<file path="config.mk">
export PLATFORM = sky130hd
export DESIGN_NAME = barret_reduce_pipe_flat
export DESIGN_NICKNAME = d
export VERILOG_FILES = /design/src/rtl/barret_reduce_pipe_if.sv /design/src/rtl/barret_reduce_pipe.sv /design/src/flat_wrapper.sv
export SDC_FILE = /design/constraint.sdc
export NUM_CORES = 1
export LEC_CHECK = 0
export CORE_MARGIN = 1
export CORE_UTILIZATION = 66
export DETAILED_ROUTE_END_ITERATION = 8
export GPL_TIMING_DRIVEN = 0
export PLACE_DENSITY = 0.95
export SLEW_MARGIN = 10
export SYNTH_ARGS = -nofsm -noshare
export SYNTH_HDL_FRONTEND = slang
export SYNTH_SLANG_ARGS = --single-unit
</file>
<file path="constraint.sdc">
create_clock -name clk -period 8 [get_ports clk]
set_input_delay 1.6 -clock clk [delete_from_list [all_inputs] [get_ports clk]]
set_output_delay 1.6 -clock clk [all_outputs]
set_load 0.01 [all_outputs]
</file>
<file path="src/rtl/barret_reduce_pipe_if.sv">
// Valid/ready operand and result channels of the Barrett reducer.
// The reducer takes the slave side; the producer/consumer pair takes the master side.
interface barret_reduce_pipe_if #(
  parameter int unsigned K     = 11,
  parameter int unsigned TAG_W = 4
);
  logic             in_valid;
  logic             in_ready;
  logic [2*K-1:0]   in_data;
  logic [TAG_W-1:0] in_tag;
  logic             out_valid;
  logic             out_ready;
  logic [K-1:0]     out_data;
  logic [TAG_W-1:0] out_tag;

  modport master (
    output in_valid, in_data, in_tag, out_ready,
    input  in_ready, out_valid, out_data, out_tag
  );

  modport slave (
    input  in_valid, in_data, in_tag, out_ready,
    output in_ready, out_valid, out_data, out_tag
  );
endinterface

</file>
<file path="src/rtl/barret_reduce_pipe.sv">
// Three-stage pipelined Barrett reducer: out_data = in_data mod Q for any 2K-bit operand,
// with valid/ready backpressure on both sides and an opaque tag carried alongside.
module barret_reduce_pipe #(
  parameter int unsigned Q     = 1907,
  parameter int unsigned K     = 11,
  parameter int unsigned TAG_W = 4
) (
  input logic                 clk,
  input logic                 rst_n,
  barret_reduce_pipe_if.slave bus
);
  localparam int unsigned DIN_W = 2 * K;
  localparam int unsigned PW    = 2 * K + 1;
  localparam int unsigned RW    = K + 2;
  localparam logic [PW-1:0] MU  = PW'((64'd1 << DIN_W) / 64'(Q));
  localparam logic [RW-1:0] Q1  = RW'(Q);
  localparam logic [RW-1:0] Q2  = RW'(2 * Q);
  localparam logic [RW-1:0] Q3  = RW'(3 * Q);

  if ((Q <= (1 << (K - 1))) || (Q >= (1 << K))) begin : g_bad_modulus
    $error("barret_reduce_pipe: Q must lie strictly between 2^(K-1) and 2^K");
  end
  if (TAG_W < 1) begin : g_bad_tag
    $error("barret_reduce_pipe: TAG_W must be at least 1");
  end

  logic             v1, v2, v3;
  logic             ready1, ready2, ready3;
  logic [PW-1:0]    p1;
  logic [DIN_W-1:0] a1;
  logic [TAG_W-1:0] tag1, tag2, tag3;
  logic [RW-1:0]    r2;
  logic [K-1:0]     res3;

  logic [K-1:0]     q1;
  logic [PW-1:0]    p_next;
  logic [K:0]       t2;
  logic [PW-1:0]    tq;
  logic [RW-1:0]    r_next;
  logic [K-1:0]     res_next;

  // Ready ripples back combinationally from out_ready so empty stages fill under a stall.
  assign ready3       = !v3 || bus.out_ready;
  assign ready2       = !v2 || ready3;
  assign ready1       = !v1 || ready2;
  assign bus.in_ready = ready1;

  assign bus.out_valid = v3;
  assign bus.out_data  = res3;
  assign bus.out_tag   = tag3;

  always_comb begin
    q1     = bus.in_data[DIN_W-1:K];
    p_next = PW'(q1) * MU;
  end

  // Only the low RW bits of a - t*Q are needed since the true difference is below 4Q.
  always_comb begin
    t2     = (K + 1)'(p1 >> K);
    tq     = PW'(t2) * PW'(Q);
    r_next = RW'({1'b0, a1} - tq);
  end

  always_comb begin
    res_next = K'(r2);
    if (r2 >= Q3) begin
      res_next = K'(r2 - Q3);
    end else if (r2 >= Q2) begin
      res_next = K'(r2 - Q2);
    end else if (r2 >= Q1) begin
      res_next = K'(r2 - Q1);
    end
  end

  always_ff @(posedge clk or negedge rst_n) begin
    if (!rst_n) begin
      v1   <= 1'b0;
      p1   <= '0;
      a1   <= '0;
      tag1 <= '0;
    end else if (ready1) begin
      v1 <= bus.in_valid;
      if (bus.in_valid) begin
        p1   <= p_next;
        a1   <= bus.in_data;
        tag1 <= bus.in_tag;
      end
    end
  end

  always_ff @(posedge clk or negedge rst_n) begin
    if (!rst_n) begin
      v2   <= 1'b0;
      r2   <= '0;
      tag2 <= '0;
    end else if (ready2) begin
      v2 <= v1;
      if (v1) begin
        r2   <= r_next;
        tag2 <= tag1;
      end
    end
  end

  always_ff @(posedge clk or negedge rst_n) begin
    if (!rst_n) begin
      v3   <= 1'b0;
      res3 <= '0;
      tag3 <= '0;
    end else if (ready3) begin
      v3 <= v2;
      if (v2) begin
        res3 <= res_next;
        tag3 <= tag2;
      end
    end
  end

  property p_out_hold;
    @(posedge clk) disable iff (!rst_n)
      (v3 && !bus.out_ready) |=> (v3 && $stable(res3) && $stable(tag3));
  endproperty
  a_out_hold: assert property (p_out_hold);

endmodule

</file>
<file path="src/flat_wrapper.sv">
// flat-port wrapper written by rule: the top's interface ports become plain ports
module barret_reduce_pipe_flat 
#(
  parameter int unsigned Q     = 1907,
  parameter int unsigned K     = 11,
  parameter int unsigned TAG_W = 4
)
  (clk, rst_n, bus_in_valid, bus_in_data, bus_in_tag, bus_out_ready, bus_in_ready, bus_out_valid, bus_out_data, bus_out_tag);
  barret_reduce_pipe_if #(.K(K), .TAG_W(TAG_W)) bus_i ();
  input logic clk;
  input logic rst_n;
  input wire logic [$bits(bus_i.in_valid)-1:0] bus_in_valid;
  input wire logic [$bits(bus_i.in_data)-1:0] bus_in_data;
  input wire logic [$bits(bus_i.in_tag)-1:0] bus_in_tag;
  input wire logic [$bits(bus_i.out_ready)-1:0] bus_out_ready;
  output wire logic [$bits(bus_i.in_ready)-1:0] bus_in_ready;
  output wire logic [$bits(bus_i.out_valid)-1:0] bus_out_valid;
  output wire logic [$bits(bus_i.out_data)-1:0] bus_out_data;
  output wire logic [$bits(bus_i.out_tag)-1:0] bus_out_tag;
  assign bus_i.in_valid = bus_in_valid;
  assign bus_i.in_data = bus_in_data;
  assign bus_i.in_tag = bus_in_tag;
  assign bus_i.out_ready = bus_out_ready;
  assign bus_in_ready = bus_i.in_ready;
  assign bus_out_valid = bus_i.out_valid;
  assign bus_out_data = bus_i.out_data;
  assign bus_out_tag = bus_i.out_tag;
  barret_reduce_pipe #(.Q(Q), .K(K), .TAG_W(TAG_W)) u_core (.clk(clk), .rst_n(rst_n), .bus(bus_i));
endmodule
</file>
After elaboration in Yosys (flattened, before gate mapping)
Index checks and enable logic that the tools add are counted.
{"block": "classes", "addsub": 4, "n_mul": 2, "div_mod_pow": 0, "order_cmp": 3, "n_eq_ne": 0, "shift": 0, "mux": 3, "n_bitwise": 0, "reduce_logical": 9}
{"cell": "$mux W11", "n": 3}
{"cell": "$sub A11 B11 Y11 const B", "n": 3}
{"cell": "$mul A11 B12 Y23 const B", "n": 1}
{"cell": "$ge A13 B11 Y1 const B", "n": 1}
{"cell": "$ge A13 B12 Y1 const B", "n": 1}
{"cell": "$ge A13 B13 Y1 const B", "n": 1}
{"cell": "$mul A12 B11 Y13 const B", "n": 1}
{"cell": "$sub A13 B13 Y13", "n": 1}
{"cell": "$reduce_and A2 Y1", "n": 3}
{"cell": "$logic_not A1 Y1", "n": 3}
{"cell": "$logic_or A1 B1 Y1", "n": 3}
{"block": "totals", "reg_bits": 75, "latchBits": 0, "ram_bits": 0, "romBits": 0, "out_inout_bits": 17, "wordCells": 31, "memories": 0}

Logic depth before layout (Yosys ltp)
Gate-level depths: netlist of run 1.
{"block": "depth", "ltp_word": 5, "depth_mapped": 16, "mapped_depth_nobuf": 16}

Least setup slack after synthesis of run 1
No wires, ideal clock.
{"block": "synth_timing", "path_type": "input port to flip-flop", "startpoint": "in bus_in_data[19]", "endpoint": "reg u_core.p1[21]", "arrival_ps": 5505, "t_required_ps": 7890, "slack_ps": 2385, "path_stages": 16, "path_buffers": 0, "path_cell_list": "fa_1 inv_1 fa_1 inv_1 fa_1 inv_1 fa_1 inv_1 ha_1 ha_1 nand4_1 a221oi_2 o22ai_2 o21ai_2 a311oi_1 o41ai_1"}
{"block": "synth_between", "elab_chain_len": 1}
{"element": "from (decl)", "line_no": "flat_wrapper.sv:13", "rtl": "input wire logic [$bits(bus_i.in_data)-1:0] bus_in_data;"}
{"element": "$mul A11 B12 Y23", "line_no": "barret_reduce_pipe.sv:54", "rtl": "p_next = PW'(q1) * MU;"}
{"element": "to (signal assigned)", "line_no": "barret_reduce_pipe.sv:84", "rtl": "p1 <= p_next;"}
{"element": "to (decl)", "line_no": "barret_reduce_pipe.sv:29", "rtl": "logic [PW-1:0] p1;"}
No other way between the ends.
A chain may end at the register's enable or synchronous reset.

Worst setup path in the final report of run 1
Same ends and word-level chain as after synthesis.

==> results of run 1 <==
-- registers in the layout, summed over array words and instances (netlist names) --
| register | cells |
|---|---|
| u_core.p1 | 12 |
| u_core.tag2 | 4 |
| u_core.bus.out_data | 11 |
| u_core.a1 | 13 |
| u_core.bus.out_valid | 1 |
| u_core.r2 | 13 |
| u_core.tag1 | 4 |
| u_core.v1 | 1 |
| u_core.v2 | 1 |
| u_core.bus.out_tag | 4 |
-- worst register-to-register path: cells and delay by family, from the launching register on --
kind	cells	cell delay, ns
adders and majority gates	6	2.96
xor gates and xnor gates	1	0.17
and+or+nand+nor	2	0.30
buffers and inverters	1	0.20
DFF	1	0.63
AOI/OAI and AO/OA	3	0.51
-- Yosys cell counts (all sizes together), types with 9 or more instances --
cell and n:
a211oi 12, xnor2 27, nor3 13, buf 14
ha 127, inv 130, nand2 58, dfrtp 64
nor2 20, xor2 10, a21oi 16, nand3 17
clkbuf 9, fa 65, a21o 9, o21ai 37
mux2 23
-- per-stage QoR --
stage,area (sq um),setup slack [ns],cells
global route,8423,1.399,955
CTS,8423,1.646,955
global placement,8098,1.497,939
finish,8423,1.620,955
floorplan,7462,2.385,753
detailed placement,8095,1.365,939
-- worst paths after layout --
kind                                            startpoint                           endpoint  slack (ns)  depth (start not counted)
worst min register to register  u_core.tag2[3]$_DFFE_PN0P_  u_core.bus.out_tag[3]$_DFFE_PN0P_        0.47                          2
worst min-delay path            u_core.tag2[3]$_DFFE_PN0P_  u_core.bus.out_tag[3]$_DFFE_PN0P_        0.47                          2
worst max-delay path                       bus_in_data[19]          u_core.p1[21]$_DFFE_PN0P_        1.62                         17
max in group asynchronous                            rst_n           u_core.a1[7]$_DFFE_PN0P_        6.10                          1
worst max register to register   u_core.p1[11]$_DFFE_PN0P_          u_core.r2[12]$_DFFE_PN0P_        3.11                         13
min in group asynchronous                            rst_n           u_core.r2[1]$_DFFE_PN0P_        1.36                          1
-- kinds of logic (layout without fill, tap and decap cells) --
family,count (synthesis),after routing
multiplexers,31,31
AND/OR/NAND/NOR,140,140
XOR/XNOR,37,37
adder cells (fa/ha/maj),192,192
buffers and inverters,153,215
flip-flops,64,64
AO/OA/AOI/OAI,136,136
-- per-layer routing --
metal / up-vias / share of wire / GRT usage
met4: 0 / 0.049 / 0.1873
li1: 2664 / - / -
met1: 2827 / 0.38 / 0.3967
met5: - / 0 / 0
met3: 97 / 0.059 / 0.06269
met2: 274 / 0.51 / 0.5942
-- area by class of cell --
cell class                 count  area, sq um  share of cell area
inverter                     130        488.0             0.05793
buffer                        23        126.4             0.01500
timing repair buffer          46        457.9             0.05437
clock inverter                 7        102.6             0.01218
clock buffer                   9        225.2             0.02674
sequential                    64         1602              0.1901
multi-input combinational    536         5246              0.6228
tap                          140        175.2             0.02080
==> run summary, run 1 <==
Outcome: complete, no violations
Routability Congestion: 0.8735
Critical Path AT: 6.61 ns
X dimension of the die: 108.3 um
Avg Vias per Cell: 6.138
Worst path buffer plus inverter count: 5
Dominant cell type by area after synthesis: sky130_fd_sc_hd__dfrtp_1
TritonCTS buffer count: 9
Number of port buffers: 46
Global router's overall resource usage: 0.3410
Net count after synthesis: 975
Arithmetic-cell share of the synthesized area counting full adders, half adders and majority gates: 0.3873
Total via count after detailed routing: 5862
Share of synthesized registers carrying an async set or reset: 1.000
TritonCTS sink count: 64
Wirelength, routed: 18.16 mm
Max-cap violations: 0
Clock skew: 0.007626 ns
# IOs: 47
Leading cell type in the layout, fill and taps excluded: sky130_fd_sc_hd__inv_1
Post-layout minimum cycle time: 6.380 ns
Number of placement rows: 38
Routed WL per cell: 19.02 um
Post-route worst hold slack: 0.4737 ns
Final antenna-violating net count: 0
Worst Hold Class: reg2reg
Fraction of final layout cells sized beyond drive strength 1: 0.08957
Antenna Cells: 0
Number of hold-repair buffers added at the cts stage: 0
Layout overhead on the synthesized area: 12.88%
Final worst path period share: 0.7975
Yosys Warn Count: 0
Clock tree from TritonCTS: yes
H-Tree Depth: 3
Worst setup SP type: input pin
Half-perimeter wire length after detailed placement: 13.87 mm
Area fraction of the dominant cell type after synthesis: 0.2146
Gate Count Post-Synth: 753
Worst path slowest cell: sky130_fd_sc_hd__fa_1
Max frequency: 0.1567 GHz
Remaining routing DRC violations: 0
Pin count of the biggest net entering global routing: 65
Unrepaired setup endpoints after global routing: no
Proportion of synthesized area in mux cells: 0.04544
Fill cell instance count of the final layout: 672
Total setup buffers inserted after CTS: 0
Synth Register Bits: 64
Maximum fanout along the worst path: 6
Cells traversed along the worst timing path: clkdlybuf4s50_1 > fa_1 > inv_1 > fa_1 > inv_1 > fa_1 > inv_1 > fa_1 > inv_1 > ha_1 > ha_1 > nand4_1 > a221oi_2 > o22ai_2 > o21ai_2 > a311oi_1 > o41ai_1
Commonest non-fill, non-tap cells in the layout: sky130_fd_sc_hd__inv_1 (130), sky130_fd_sc_hd__ha_1 (127), sky130_fd_sc_hd__fa_1 (65)
Delay of the slowest cell on the worst path: 0.60 ns
Top area cells in the synthesized netlist: sky130_fd_sc_hd__dfrtp_1 (21%), sky130_fd_sc_hd__ha_1 (21%), sky130_fd_sc_hd__fa_1 (17%), sky130_fd_sc_hd__inv_1 (6.5%), sky130_fd_sc_hd__mux2_2 (3.5%)
Worst slew slack as a fraction of its limit: 0.4517
Post-synthesis share of cell area spent on xor and xnor gates: 0.04343
Clock transition time at the flip-flop clock pins of the worst setup and hold paths: 0.06 ns
Root buf cell: sky130_fd_sc_hd__clkbuf_16
Core area: 0.01094 sq mm
Compound-cell area share of the yosys netlist: 0.1343
Latest clock arrival within the worst-skew pair: 0.34 ns
Prevailing post-synth register cell: sky130_fd_sc_hd__dfrtp_1
Summed instance area of the synthesized netlist: 0.007462 sq mm
Vias in the first global route: 6336
Cell family with the largest share of critical-path delay: adder cells
Starting density of the core: 0.6824
Wire length of the first global-routing pass: 30.40 mm
Post-cts gate resize count: 0
Final-report setup violation count: 0
Antenna violations before repair: 0
Post-Syn Area per Cell: 9.910 sq um
Final core occ: 0.7703
Share of synthesized cell area in and, or, nand and nor gates: 0.09256
Main combinational cell family by area after synthesis: adder cells
Setup TNS: 0 ns
Buffer levels on the longest clock path: 2
Pin slew with the least headroom to its limit: 0.8224 ns
Height of the die: 108.3 um
Critical Path End Type: flop
Number of synthesized flops with an enable pin: 0
WP data required: 8.23 ns
Pre-antenna DRT Iters: 5
Sequential share of the synthesized area: 0.2146
Critical path type: in2reg
Area of the die: 0.01174 sq mm
Pins Over Slew Limit: 0
Nets@finish: 1032
First-iteration detailed-routing DRC count: 438
Number of distinct library cells after synthesis: 70
Global route total overflow: 0
Final Hold Violating Endpoints: 0
Power of run 1 is left out: the tool's default activity adds up to more than one toggle a clock period on the data nets, which glitch-free logic cannot reach.
==> inputs of run 2 (changes only) <==
CORE_UTILIZATION = 56   (was 66)
PLACE_DENSITY = 0.87   (was 0.95)
clock period = 5.35 ns   (was 8 ns; I/O delays follow)
==> run 2 against run 1 <==
Global-route usage down 9.0 points. Die area up 18%. Wire length fell by 5.7%. Sequential cell count is the same. First-iteration DRC count is 6.4% higher. Non-clock buffer count increased by 5. Critical path depth rose by 1. Clock skew is 0.0024 ns higher. Final area rose by 1.1%. Worst hold slack got worse by 0.0092 ns. Core utilization fell by 11 points. Setup slack got worse by 1.4 ns.
==> run summary, run 2 (synthesis gave the netlist of run 1 again) <==
Pre-antenna DRT Iters: 5
Pins Over Slew Limit: 0
Total via count after detailed routing: 5639
Fill cell instance count of the final layout: 935
TritonCTS sink count: 64
# IOs: 47
Number of port buffers: 46
Commonest non-fill, non-tap cells in the layout: sky130_fd_sc_hd__inv_1 (130), sky130_fd_sc_hd__ha_1 (125), sky130_fd_sc_hd__fa_1 (65)
Starting density of the core: 0.5819
Height of the die: 117.4 um
H-Tree Depth: 3
Global route total overflow: 0
First-iteration detailed-routing DRC count: 466
Vias in the first global route: 5932
Worst setup SP type: input pin
Outcome: complete, no violations
Latest clock arrival within the worst-skew pair: 0.33 ns
Pin count of the biggest net entering global routing: 65
Leading cell type in the layout, fill and taps excluded: sky130_fd_sc_hd__inv_1
Wire length of the first global-routing pass: 28.11 mm
TritonCTS buffer count: 9
Antenna violations before repair: 0
Worst slew slack as a fraction of its limit: 0.4654
WP data required: 5.57 ns
Antenna Cells: 0
Sequential Area: 0.001602 sq mm
Final-report setup violation count: 0
Max-cap violations: 0
Worst Hold Class: reg2reg
Max frequency: 0.1933 GHz
Global router's overall resource usage: 0.2515
Maximum fanout along the worst path: 6
Clock skew: 0.01007 ns
Final Hold Violating Endpoints: 0
Setup TNS: 0 ns
Routability Congestion: 0.8992
Avg Vias per Cell: 5.684
Wirelength, routed: 17.12 mm
Pin slew with the least headroom to its limit: 0.8019 ns
Critical path type: in2reg
Final antenna-violating net count: 0
Post-layout minimum cycle time: 5.172 ns
Number of placement rows: 41
Layout overhead on the synthesized area: 14.15%
Core area: 0.01282 sq mm
Final worst path period share: 0.9668
Number of hold-repair buffers added at the cts stage: 0
Fraction of final layout cells sized beyond drive strength 1: 0.1098
Area occupied by multi-input gates: 0.005288 sq mm
Half-perimeter wire length after detailed placement: 12.58 mm
X dimension of the die: 117.4 um
Critical Path AT: 5.39 ns
Clock transition time at the flip-flop clock pins of the worst setup and hold paths: 0.06 ns
Nets@finish: 1037
Clock tree from TritonCTS: yes
Remaining routing DRC violations: 0
Critical Path End Type: flop
Top flop regs: u_core.a1 (13), u_core.r2 (13), u_core.p1 (12)
Area of the die: 0.01379 sq mm
Buffer levels on the longest clock path: 2
Root buf cell: sky130_fd_sc_hd__clkbuf_16
Routed WL per cell: 17.26 um
-- run 2: worst paths after layout --
| kind | from | endpoint | slack (ns) | cells past startpoint |
|---|---|---|---|---|
| worst max-delay path | bus_in_data[16] | u_core.p1[21]$_DFFE_PN0P_ | 0.18 | 18 |
| worst min-delay path | u_core.tag2[0]$_DFFE_PN0P_ | u_core.bus.out_tag[0]$_DFFE_PN0P_ | 0.46 | 2 |
| worst max register to register | u_core.p1[11]$_DFFE_PN0P_ | u_core.r2[12]$_DFFE_PN0P_ | 0.41 | 13 |
| worst min register to register | u_core.tag2[0]$_DFFE_PN0P_ | u_core.bus.out_tag[0]$_DFFE_PN0P_ | 0.46 | 2 |
| max in group asynchronous | rst_n | u_core.a1[3]$_DFFE_PN0P_ | 3.99 | 1 |
| min in group asynchronous | rst_n | u_core.bus.out_data[1]$_DFFE_PN0P_ | 0.82 | 1 |
-- run 2: area by class of cell --
class / instances / area share
plain buffers: 23 / 0.01484
clock buffers: 9 / 0.02644
clock inverters: 7 / 0.01204
inverters: 130 / 0.05729
multi-input cells: 536 / 0.6207
flip-flops and latches: 64 / 0.1880
well taps: 172 / 0.02526
repair buffers: 51 / 0.05538
-- run 2: critical path, cell delays in order --
cell	delay, ns
sky130_fd_sc_hd__clkbuf_2	0.20
sky130_fd_sc_hd__ha_1	0.34
sky130_fd_sc_hd__ha_1	0.27
sky130_fd_sc_hd__inv_1	0.05
sky130_fd_sc_hd__fa_1	0.53
sky130_fd_sc_hd__inv_1	0.06
sky130_fd_sc_hd__fa_1	0.53
sky130_fd_sc_hd__inv_1	0.06
sky130_fd_sc_hd__fa_1	0.53
sky130_fd_sc_hd__inv_1	0.04
sky130_fd_sc_hd__ha_1	0.21
sky130_fd_sc_hd__a211oi_1	0.33
sky130_fd_sc_hd__o21ai_1	0.14
sky130_fd_sc_hd__o22ai_2	0.23
sky130_fd_sc_hd__o21ai_2	0.13
sky130_fd_sc_hd__buf_6	0.14
sky130_fd_sc_hd__and4_1	0.20
sky130_fd_sc_hd__o41ai_2	0.32
-- run 2: routing by layer --
layer	routed length (um)	global-route usage
met3	813	0.03842
met1	7148	0.3187
met4	655	0.09740
met2	8504	0.4301
met5	0	0
-- run 2: stage by stage --
stage	hold slack (ns)	util	setup slack, ns	cells	area (sq um)
detailed placement	0.4574	0.6343	-0.7939	971	8135
global placement	0.4451	0.6345	-0.7047	971	8138
CTS	0.4733	0.6631	-0.02797	992	8504
finish	0.4645	0.6642	0.1778	992	8518
global route	0.4918	0.6642	-0.01821	992	8518
floorplan	0.4331	-	0.2648	753	7462
-- run 2: timing repair --
action | CTS | global route
setup buffers | 5 | 0
endpoints found under the setup margin | 11 | 11
gates cloned | 0 | 0
resized for setup | 13 | 24
pin swaps | 3 | 5
Power of run 2 is left out for the same reason.
==> edit: new RTL, flow settings as in run 2 <==
`TAG_W` is set to 4 in 3 places; all go to 5.
--- a/src/rtl/barret_reduce_pipe_if.sv
+++ b/src/rtl/barret_reduce_pipe_if.sv
@@ -3,5 +3,5 @@
 interface barret_reduce_pipe_if #(
   parameter int unsigned K     = 11,
-  parameter int unsigned TAG_W = 4
+  parameter int unsigned TAG_W = 5
 );
   logic             in_valid;
--- a/src/rtl/barret_reduce_pipe.sv
+++ b/src/rtl/barret_reduce_pipe.sv
@@ -4,5 +4,5 @@
   parameter int unsigned Q     = 1907,
   parameter int unsigned K     = 11,
-  parameter int unsigned TAG_W = 4
+  parameter int unsigned TAG_W = 5
 ) (
   input logic                 clk,
--- a/src/flat_wrapper.sv
+++ b/src/flat_wrapper.sv
@@ -4,5 +4,5 @@
   parameter int unsigned Q     = 1907,
   parameter int unsigned K     = 11,
-  parameter int unsigned TAG_W = 4
+  parameter int unsigned TAG_W = 5
 )
   (clk, rst_n, bus_in_valid, bus_in_data, bus_in_tag, bus_out_ready, bus_in_ready, bus_out_valid, bus_out_data, bus_out_tag);
Interface: changed (resized bus_in_tag and bus_out_tag); port bits go from 47 to 49. No check against the original RTL was run, so the function may have changed too.
==> edit against run 2 <==
- routed wire length decreased by 19%
- area after synthesis decreased by 3.6%
- sequential cell count increased by 3
- final area decreased by 3.5%
- first-iteration DRC count decreased by 59%
- worst setup slack improved by 3.7 ps
- sequential share of layout area increased by 1.6 points
- highest routed layer unchanged
Power is not shown: default switching activity piles up to over one toggle a cycle in this logic, so the estimate is an artifact.
==> edit: results (changes against run 2) <==
| Metric | Value |
|---|---|
| Vias in the first global route | `5227 (-12%)` |
| Period utilization | `0.966 (about the same)` |
| Largest family of logic cells by synthesized area | `adder cells` |
| Share of layout cells above drive strength 1 | `0.106 (-0.00415)` |
| Cell Area, Placed | `7910 um^2 (-2.8%)` |
| Synth Area in Compound Gates | `0.115 (-0.0196)` |
| Metal3 WL | `347 um (-57%)` |
| Status | `finished, final reports clean` |
| Mapped Cells | `701 (-6.9%)` |
| Post-synthesis mux area share | `0.0484 (+0.00293)` |
| Share of synthesized registers carrying an async set or reset | `1.00 (unchanged)` |
| Highest routed layer | `met4` |
| DP Cell Count | `922 (-5.0%)` |
| Clock root cell | `clkbuf_16` |
| Num CTS Buffers | `9 (unchanged)` |
| Routed Antenna Nets | `0 (unchanged)` |
| DR WL/cell | `14.8 um (-14%)` |
| Xor and xnor area share after synthesis | `0.0548 (+0.0114)` |
| CP top delay family | `adder cells` |
| GP Congestion | `0.862 (-4.1%)` |
| Main synth FF type | `dfrtp_1` |
| Setup WS pre-CTS | `-919 ps (-125 ps)` |
| Synth top area cells | `dfrtp_1, ha_1, fa_1, inv_1, mux2_2` |
| Post-synth cell types | `55 (-21%)` |
| GRT Total Usage | `0.226 (-0.0254)` |
| Filler instances | `894 (-4.4%)` |
| Worst EP arrival | `5380 ps (about the same)` |
| Syn. warnings | `0 (unchanged)` |
| Area grow syn2layout | `14.3%` |
| H-tree depth | `3 (unchanged)` |
| Starting DRC count in detailed routing | `189 (-59%)` |
| Total number of vias | `5145 (-8.8%)` |
| Crit-path max cell delay | `540 ps` |
| Sequential fraction of the synthesis area | `0.233 (+0.0185)` |
| Post-synthesis adder-cell area fraction | `0.402 (+0.0146)` |
| DP HPWL | `11300 um (-10%)` |
| CP Max Fanout | `6 (unchanged)` |
| Post-synth top cells | `ha_1, inv_1, dfrtp_1` |
| Layout Skew | `12.1 ps (+2.07 ps)` |
| Hold_ws | `483 ps (+18.9 ps)` |
| Initial antenna violation count | `0 (unchanged)` |
| Final Net Count | `985 (-5.0%)` |
| First-pass GRT wire length | `23600 um (-16%)` |
| Worst R2R Path Depth | `15 (+2)` |
| Via density | `5.48 (-3.6%)` |
| Routed wl met2 | `7390 um (-13%)` |
| Pin count of the biggest net entering global routing | `48 (-26%)` |
| FF-to-FF setup slack | `670 ps (+260 ps)` |
| Slew @ Worst Pin | `671 ps (-130 ps)` |
| M1 WL | `5800 um (-19%)` |
| Clock transition at the registers of the reported paths | `60 ps (about the same)` |
| TritonRoute pass-1 iters | `4 (-1)` |
| Largest regs | `u_core.a1: 13 flops, u_core.r2: 13 flops, u_core.p1: 12 flops` |
| Hold depth | `2 (unchanged)` |
| PortBufs | `48 (+4.3%)` |
| Maximum clock path buffer count | `2 (unchanged)` |
## edit: final timing paths
check	start	end
worst max register to register	u_core.p1[12]	u_core.r2[12]
max in group asynchronous	rst_n	u_core.p1[15]
worst max-delay path	bus_in_data[17]	u_core.p1[22]
min in group asynchronous	rst_n	u_core.r2[10]
worst min-delay path	u_core.bus.out_data[5]	u_core.bus.out_data[5]
worst min register to register	u_core.bus.out_data[5]	u_core.bus.out_data[5]
## edit: per-layer routing
metal,vias up,GRT usage
li1,2435,-
met3,33,0.0332
met5,-,0
met4,0,0.0857
met2,87,0.417
met1,2590,0.264
## edit: logic make-up (layout without fill, tap and decap cells)
group	count (synthesis)	in the layout
adders and majority gates	192	192
buffers and inverters	140	206
AOI/OAI and AO/OA	123	123
and+or+nand+nor	103	103
DFF	67	67
xor gates and xnor gates	45	45
muxes	31	31
## edit: timing repair
item                                    in CTS  in global routing
endpoints found under the setup margin       9                  5
setup buffers                                0                  1
resized for setup                           21                 12
pin swaps                                    2                  3
## edit: area by class of cell
cell class                      count  share of cell area
Clock buffer                        9              0.0274
Inverter                          123              0.0562
Clock inverter                      7             0.00715
Buffer                             17              0.0126
Multi-Input combinational cell    494               0.607
Sequential cell                    67               0.204
Tap cell                          172              0.0262
Timing Repair Buffer               50              0.0595
## edit: worst min-delay path, stage by stage, from the launching register on
cell     delay (ps)
dfrtp_1         350
nand2_1          50
o21ai_0          60
